**config.mk**
```make
export PLATFORM = sky130hd
export DESIGN_NAME = comp_arbiter
export DESIGN_NICKNAME = d
export VERILOG_FILES = /design/src/rtl/comp_arb_pkg.sv /design/src/rtl/comp_core.sv /design/src/rtl/comp_arbiter.sv
export SDC_FILE = /design/constraint.sdc
export NUM_CORES = 1
export LEC_CHECK = 0
export ABC_AREA = 1
export BUFFER_PORTS_ARGS = -buffer_cell sky130_fd_sc_hd__buf_2
export CORE_ASPECT_RATIO = 0.9
export CORE_MARGIN = 2
export CORE_UTILIZATION = 50
export DETAILED_ROUTE_END_ITERATION = 10
export PLACE_DENSITY_LB_ADDON = 0.12
export SYNTH_ARGS = -nofsm -noshare
export SYNTH_HDL_FRONTEND = slang
export SYNTH_SLANG_ARGS = --single-unit
```
**constraint.sdc**
```tcl
create_clock -name clk -period 2.6 [get_ports clk]
set_input_delay 0.65 -clock clk [delete_from_list [all_inputs] [get_ports clk]]
set_output_delay 0.65 -clock clk [all_outputs]
set_load 0.01 [all_outputs]
```
**src/rtl/comp_arb_pkg.sv**
```systemverilog
// comp_arb_pkg
//    Shared types and helpers for the round-robin comparator arbiter.
//    - arb_state_e : arbiter FSM state encoding
//    - cmp_flags_t : {gt, lt, eq} comparison result
//    - rr_winner() : round-robin winner index from a request vector and pointer
//    The configuration macro COMP_ARB_SIGNED_EN is not used here; it only
//    affects comp_core.
package comp_arb_pkg;

   localparam int MAX_NREQ = 16;

   typedef enum logic [1:0] {
      IDLE = 2'd0,
      CMP  = 2'd1,
      RESP = 2'd2
   } arb_state_e;

   typedef struct packed {
      logic gt;
      logic lt;
      logic eq;
   } cmp_flags_t;

   // First set bit of valid at or after ptr, wrapping modulo nreq.
   // Returns 0 when nothing is set; callers qualify with |valid.
   function automatic logic [3:0] rr_winner(input logic [MAX_NREQ-1:0] valid,
                                            input logic [3:0]          ptr,
                                            input int                  nreq);
      logic [3:0] win;
      logic       found;
      int         idx;
      win   = '0;
      found = 1'b0;
      for (int i = 0; i < MAX_NREQ; i++) begin
         idx = (int'(ptr) + i) % nreq;
         if (i < nreq && !found && valid[idx]) begin
            win   = 4'(idx);
            found = 1'b1;
         end
      end
      return win;
   endfunction

endpackage

```
**src/rtl/comp_core.sv**
```systemverilog
// comp_core
//    Combinational magnitude comparator, usable on its own as the shared
//    comparator resource of a datapath.
//    Ports:
//       a, b  : DATAWIDTH-bit operands
//       flags : {gt, lt, eq}, exactly one bit set
//    Build option:
//       COMP_ARB_SIGNED_EN defined   -> operands compared as two's complement
//       COMP_ARB_SIGNED_EN undefined -> unsigned comparison
module comp_core
   import comp_arb_pkg::*;
#(
   parameter int DATAWIDTH = 8
) (
   input  logic [DATAWIDTH-1:0] a,
   input  logic [DATAWIDTH-1:0] b,
   output cmp_flags_t           flags
);

   always_comb begin
      flags = '0;
`ifdef COMP_ARB_SIGNED_EN
      flags.gt = ($signed(a) > $signed(b));
      flags.lt = ($signed(a) < $signed(b));
`else
      flags.gt = (a > b);
      flags.lt = (a < b);
`endif
      flags.eq = (a == b);
   end

endmodule

```
**src/rtl/comp_arbiter.sv**
```systemverilog
// comp_arbiter
//    Round-robin arbiter sharing one comp_core among NREQ requesters.
//    A granted operand pair is registered, compared the following cycle and
//    the tagged result held until the consumer takes it.
//    Ports:
//       clk, rst_n           : clock (rising edge), async active-low reset
//       req_valid/req_ready  : per-requester handshake, req_ready one-hot
//       req_a, req_b         : packed operands, slice i belongs to requester i
//       rsp_valid/rsp_ready  : response handshake
//       rsp_id               : index of the requester served
//       gt, lt, eq           : comparison result
//    Build option: COMP_ARB_SIGNED_EN selects signed comparison (in comp_core).
//
//    state | meaning
//    ------+--------------------------------------------------------------
//    IDLE  | waiting for requests; grants the round-robin winner
//    CMP   | operands registered; comparator result captured this cycle
//    RESP  | response presented; held until rsp_ready, then rr_ptr moves
module comp_arbiter
   import comp_arb_pkg::*;
#(
   parameter int DATAWIDTH = 8,
   parameter int NREQ      = 4,
   parameter int IDW       = (NREQ > 1) ? $clog2(NREQ) : 1
) (
   input  logic                      clk,
   input  logic                      rst_n,
   input  logic [NREQ-1:0]           req_valid,
   output logic [NREQ-1:0]           req_ready,
   input  logic [NREQ*DATAWIDTH-1:0] req_a,
   input  logic [NREQ*DATAWIDTH-1:0] req_b,
   output logic                      rsp_valid,
   input  logic                      rsp_ready,
   output logic [IDW-1:0]            rsp_id,
   output logic                      gt,
   output logic                      lt,
   output logic                      eq
);

   arb_state_e           state_q, state_d;
   logic [IDW-1:0]       rr_ptr_q, rr_ptr_d;
   logic [IDW-1:0]       op_id_q, op_id_d;
   logic [DATAWIDTH-1:0] op_a_q, op_a_d;
   logic [DATAWIDTH-1:0] op_b_q, op_b_d;
   logic                 rsp_valid_q, rsp_valid_d;
   logic [IDW-1:0]       rsp_id_q, rsp_id_d;
   cmp_flags_t           flags_q, flags_d;
   cmp_flags_t           core_flags;
   logic [MAX_NREQ-1:0]  valid_ext;
   logic [IDW-1:0]       winner;

   comp_core #(
      .DATAWIDTH (DATAWIDTH)
   ) u_core (
      .a     (op_a_q),
      .b     (op_b_q),
      .flags (core_flags)
   );

   always_comb begin
      valid_ext = MAX_NREQ'(req_valid);
      winner    = IDW'(rr_winner(valid_ext, 4'(rr_ptr_q), NREQ));
   end

   always_comb begin
      state_d     = state_q;
      rr_ptr_d    = rr_ptr_q;
      op_id_d     = op_id_q;
      op_a_d      = op_a_q;
      op_b_d      = op_b_q;
      rsp_valid_d = rsp_valid_q;
      rsp_id_d    = rsp_id_q;
      flags_d     = flags_q;
      req_ready   = '0;
      case (state_q)
         IDLE: begin
            // req_ready is combinational, so it is masked while reset is held
            // to keep requesters from seeing a grant that cannot be taken.
            if (|req_valid && rst_n) begin
               req_ready[winner] = 1'b1;
               op_a_d  = req_a[winner*DATAWIDTH +: DATAWIDTH];
               op_b_d  = req_b[winner*DATAWIDTH +: DATAWIDTH];
               op_id_d = winner;
               state_d = CMP;
            end
         end
         CMP: begin
            flags_d     = core_flags;
            rsp_id_d    = op_id_q;
            rsp_valid_d = 1'b1;
            state_d     = RESP;
         end
         RESP: begin
            if (rsp_ready) begin
               rsp_valid_d = 1'b0;
               // Pointer moves only on completion, to the slot after the
               // requester just served.
               rr_ptr_d    = (op_id_q == IDW'(NREQ - 1)) ? '0 : op_id_q + 1'b1;
               state_d     = IDLE;
            end
         end
         default: state_d = IDLE;
      endcase
   end

   always_ff @(posedge clk or negedge rst_n) begin
      if (!rst_n) begin
         state_q     <= IDLE;
         rr_ptr_q    <= '0;
         op_id_q     <= '0;
         op_a_q      <= '0;
         op_b_q      <= '0;
         rsp_valid_q <= 1'b0;
         rsp_id_q    <= '0;
         flags_q     <= '0;
      end else begin
         state_q     <= state_d;
         rr_ptr_q    <= rr_ptr_d;
         op_id_q     <= op_id_d;
         op_a_q      <= op_a_d;
         op_b_q      <= op_b_d;
         rsp_valid_q <= rsp_valid_d;
         rsp_id_q    <= rsp_id_d;
         flags_q     <= flags_d;
      end
   end

   assign rsp_valid = rsp_valid_q;
   assign rsp_id    = rsp_id_q;
   assign gt        = flags_q.gt;
   assign lt        = flags_q.lt;
   assign eq        = flags_q.eq;

endmodule

```
[Word-level counts from Yosys, hierarchy flattened]
Cells that the tools add are included.
Operators by class
  add/subtract/negate cells: 4
  order comparisons: 8
  equal/unequal tests: 6
  shift operators: 2
  multiplexer cells: 28
  bitwise logic cells: 3
  reduce and logical (&&, ||, !) cells: 18
Operators with widths (count)
  $shiftx A32 B6 Y8: 2
  $lt A3 B6 Y1 const B: 3
  $mux W2: 7
  $mux W1: 12
  $bmux W1 S3: 3
  $eq A8 B8 Y1: 1
  $gt A8 B8 Y1: 1
  $lt A8 B8 Y1: 1
  $mux W4: 2
  $reduce_and A2 Y1: 4
  $pmux W2 S3: 1
  $reduce_or A2 Y1: 3
  $logic_and A1 B1 Y1: 5
  $lt A2 B5 Y1 const B: 1
  $add A2 B1 Y2 const B: 2
  $add A2 B2 Y2 const B: 2
  $eq A2 B2 Y1 const B: 2
  $ne A2 B2 Y1 const B: 2
  $reduce_or A4 Y1: 1
  $and A1 B1 Y1 const A: 3
  $logic_not A1 Y1: 3
  $lt A2 B3 Y1 const B: 1
  $bmux W1 S2: 1
  $demux W1 S2: 1
  5 further kinds: 5
Word-level totals
  register bits: 28
  output and inout port bits: 10

[Depth between registers and ports, before layout]
  word-level depth: 20
  gate-level depth with buffers: 16

[Cells and area by module]
Synthesis repeated with hierarchy kept, for this count alone.
Second synthesis, totals
  cells, all modules: 354
  area total of the unflattened synthesis: 2292.2 sq um
Modules (own cells, without submodules)
  comp_arbiter: instances 1, cells an instance 316, area each 2048.2 sq um, seq. area each 700.7 sq um
  comp_core: instances 1, cells an instance 38, area each 244.0 sq um, seq. area each 0.0 sq um

[Least setup slack after synthesis]
No wires, ideal clock.
  kind: input to output
  start point: in req_valid[1]
  end point: out req_ready[3]
  data arrival time: 1799 ps
  data required time: 1950 ps
  slack: 151 ps
  cell stages on the path: 11
  cell sequence: inv_1 > nand2_1 > nand3_1 > nand2_2 > inv_2 > nand3_1 > nor2_1 > nor2_2 > nor2_4 > inv_2 > a21oi_1
Between the ends
  word-level cells in the longest chain between the ends: 18
RTL lines
  start, declared: RTL line comp_arbiter.sv:28  | input logic [NREQ-1:0] req_valid,
  $bmux W1 S2: RTL line comp_arb_pkg.sv:36  | if (i < nreq && !found && valid[idx]) begin
  $mux W1 (not written as such): RTL line comp_arb_pkg.sv:36
  $mux W1: RTL line comp_arb_pkg.sv:36
  $logic_not A1 Y1: RTL line comp_arb_pkg.sv:36
  $logic_and A1 B1 Y1: RTL line comp_arb_pkg.sv:36
  $mux W1: RTL line comp_arb_pkg.sv:36
  $logic_not A1 Y1: RTL line comp_arb_pkg.sv:36
  $logic_and A1 B1 Y1: RTL line comp_arb_pkg.sv:36
  [2 not listed]
  $logic_and A1 B1 Y1: RTL line comp_arb_pkg.sv:36
  $mux W2: RTL line comp_arb_pkg.sv:36
  $lt A2 B3 Y1 (not written as such) / $ge A2 B1 Y1 (equally long branches): RTL line comp_arbiter.sv:80  | req_ready[winner] = 1'b1;
  $logic_and A1 B1 Y1 (not written as such): RTL line comp_arbiter.sv:80
  $mux W1 (not written as such): RTL line comp_arbiter.sv:80
  $demux W1 S2: RTL line comp_arbiter.sv:80
  $mux W4 (*): RTL line comp_arbiter.sv:79  | if (|req_valid && rst_n) begin
  $mux W4 (*): RTL line comp_arbiter.sv:75  | case (state_q)
  end, declared: RTL line comp_arbiter.sv:29  | output logic [NREQ-1:0] req_ready,
Mark *: on every way between the ends. The rest lies on a longest branch, timed or not. The select of a mux whose other input is x is not followed.

[Final worst setup path]
  start point: reg rr_ptr_q[0]
  end point: out req_ready[3]
Between the ends
  word-level cells in the longest chain between the ends: 20
RTL lines
  start, declared: RTL line comp_arbiter.sv:41  | logic [IDW-1:0] rr_ptr_q, rr_ptr_d;
  start signal, assigned: RTL line comp_arbiter.sv:118  | rr_ptr_q <= rr_ptr_d;
  $add A2 B1 Y2: RTL line comp_arb_pkg.sv:35  | idx = (int'(ptr) + i) % nreq;
  $reduce_or A2 Y1 (no line)
  $and A1 B1 Y1 (no line)
  $bmux W1 S3: RTL line comp_arb_pkg.sv:36
  $mux W1 (not written as such) (2 in series): RTL line comp_arb_pkg.sv:36
  $logic_and A1 B1 Y1: RTL line comp_arb_pkg.sv:36
  $mux W1: RTL line comp_arb_pkg.sv:36
  $logic_not A1 Y1: RTL line comp_arb_pkg.sv:36
  [3 not listed]
  $logic_and A1 B1 Y1: RTL line comp_arb_pkg.sv:36
  $mux W2 (*): RTL line comp_arb_pkg.sv:36
  $lt A2 B3 Y1 (not written as such) / $ge A2 B1 Y1 (equally long branches): RTL line comp_arbiter.sv:80
  $logic_and A1 B1 Y1 (not written as such): RTL line comp_arbiter.sv:80
  $mux W1 (not written as such): RTL line comp_arbiter.sv:80
  $demux W1 S2 (*): RTL line comp_arbiter.sv:80
  $mux W4 (*): RTL line comp_arbiter.sv:79
  $mux W4 (*): RTL line comp_arbiter.sv:75
Marked as above.

==> metrics.csv <==
metric,value,unit
VDD IR max,800,µV
Post-DRT Antenna Nets,0,
Worst Tran Pin Value,0.358,ns
nets@finish,529,
period utilisation layout,1.10,
area grow syn2layout,38.2,%
Chip Width,74.2,µm
Post-Layout Cell Count,508,
layout cells sized above 1,0.379,
GRT Total Usage,0.247,
initial core utilization,0.534,
DP HPWL,4.52,mm
number of global-route vias before repair,2124,
leakage power,1.73,nW
TritonCTS clock tree,yes,
PD cells,1320,mW/mm²
Synthesized Nets,428,
crit path DAT,2.22,ns
Fmax,349,MHz
Initial DRC Count,167,
endpoints failing hold,0,
register area share after synthesis,0.316,
Final Cell Area,0.00307,mm²
status,"complete, but fails checks",
MaxCap Viol Count,0,
RePlAce Congestion,0.925,
# IOs,81,
first-pass GRT wire length,9.58,mm
"Hold-fix buffers, CTS",0,
Netlist Area Pre-Place,0.00222,mm²
number of CTS-inserted buffers,3,
Worst setup SP type,register,
setup TNS,-0.490,ns
Syn Inst Count,348,
final WL,7.25,mm
Vias/cell,5.27,
GRT overflow,0,
Final WS setup,-0.267,ns
Synth area leader,dfrtp_1,
Yosys top cell area share,0.316,
largest net degree at the start of global routing,33,
Die Y,67.2,µm
register bit count reported by yosys,28,
Rows,22,
relative slew slack,0.761,
CTS Root Cell,clkbuf_8,
"Clk Latency, worst-skew pair",0.27,ns
Crit. End Element,output pin,
Clock Pin Slew Worst Setup and Hold Paths,0.09,ns
Post-synth top flop,dfrtp_1,
RSZ-0062 raised after global routing,yes,
Post-Syn Area per Cell,6.37,µm²
antenna violations before repair,0,
Pins Over Slew Limit,0,
DP Area,0.00270,mm²
antenna cells,0,
failing checks,negative setup slack,
Residual DRC,0,
routed len/inst,14.3,µm
CTS Buffer Depth,2,
Setup Skew,0.00444,ns
Post-synth ARST share,1.00,
routed vias,2677,
Core Footprint,0.00416,mm²
1st-pass router iterations,5,
DP Worst Slack,-0.00223,ns
Max H-tree Level,1,
I/O Buffers,80,
Placed Cells incl. Taps,488,
cell with the most instances after synthesis,nand2_1,
die area,0.00499,mm²
crit path kind,register to output pin,
CP Max Fanout,6,
"EDFF count, synth",0,
"Distinct cells, synth",26,
Yosys warning count,0,
most instantiated cells after synthesis,"nand2_1, nand3_1, nor2_1",
Final setup viols,4,
CTS Sinks,28,
Tmin final,2.87,ns
CP required,1.95,ns
synth top area cells,"dfrtp_1, nand2_1, nand3_1",
Hold Path Class,input pin to async pin,
==> final timing paths <==
kind	cells after the start	endpoint	slack, ns	from
min in group clk	2	lt	0.48	lt
min reg2reg	2	lt	0.48	lt
max in group asynchronous	2	rr_ptr_q[0]	1.94	rst_n
max	14	req_ready[3]	-0.27	rr_ptr_q[0]
min	2	rsp_valid	0.38	rst_n
max reg2reg	16	op_b_q[2]	0.29	rr_ptr_q[0]
==> worst max-delay path: stages (launching register included) <==
cell,delay [ns]
dfrtp_2,0.41
buf_6,0.15
clkinv_8,0.08
nand2_2,0.08
nand2_2,0.07
nand2_1,0.10
nand2_2,0.11
inv_4,0.10
nand3_4,0.09
nor2_4,0.17
nor2_4,0.06
nor2_4,0.14
inv_2,0.06
a21oi_2,0.16
buf_2,0.16
==> area by class of cell <==
class                           instances  area [µm²]
Fill cell                             319        1090
Timing Repair Buffer                  109         629
Tap cell                               60        75.1
Clock buffer                            4        55.1
Timing Repair inverter                  1        8.76
Sequential cell                        28         703
Multi-Input combinational cell        278        1470
Inverter                               28         123
==> flip-flops by register name, indices dropped and copies added, names as in the netlist <==
register and cells:
rsp_id 2, rsp_valid 1, eq 1, op_b_q 8
gt 1, rr_ptr_q 2, op_id_q 2, op_a_q 8
lt 1, state_q 2
==> kinds of logic after synthesis <==
group                      synth area share
AOI/OAI and AO/OA                    0.0463
and+or+nand+nor                       0.496
buffers and inverters                0.0908
adders and majority gates            0.0508
DFF                                   0.316
==> metal layers <==
| layer | part of all wire | track usage | vias up |
|---|---|---|---|
| li1 | - | - | 1310 |
| met1 | 0.42 | 0.361 | 1196 |
| met2 | 0.47 | 0.391 | 147 |
| met3 | 0.080 | 0.0299 | 24 |
| met4 | 0.032 | 0.0603 | 0 |
| met5 | 0 | 0 | - |
==> through the flow <==
stage               power (mW)  hold slack [ns]   util
floorplan                 2.63            0.354      -
detailed placement        3.15            0.468  0.650
CTS                       3.46            0.391  0.668
finish                    4.04            0.377  0.738
global route              4.37            0.402  0.738
global placement          3.09            0.459  0.650
==> cell usage in the layout (no fill, tap or decap) <==
master and instances:
nand2_1 109, buf_2 80, nand3_1 52, nor2_1 39
dfrtp_1 26, buf_4 26, inv_1 23, nand2_2 18
o21ai_0 11, ha_1 9, nand2_4 8, or2_2 8
nor2_4 5, clkbuf_8 4, nand4_1 3, a21oi_1 3
buf_6 3, inv_4 2, nand3_2 2, nand3_4 2
inv_2 2, dfrtp_2 2, a41oi_1 1, clkinv_8 1
a31oi_2 1, o21ai_2 1, nand4_4 1, nand3b_1 1
nor3_2 1, nor2_2 1, a21oi_2 1, o211ai_1 1
inv_6 1
==> report_power, final <==
part           switching [mW]  internal (mW)
registers               0.115          0.641
clock network           0.132          0.136
logic                    1.89           1.12
==> timing repair <==
item	in CTS	in global routing
setup endpoints to repair	1	4
gates cloned	0	1
buffers inserted	1	14
gates resized for setup	3	54
pin swaps	0	24
No activity file was read; power rests on OpenSTA's default activity.
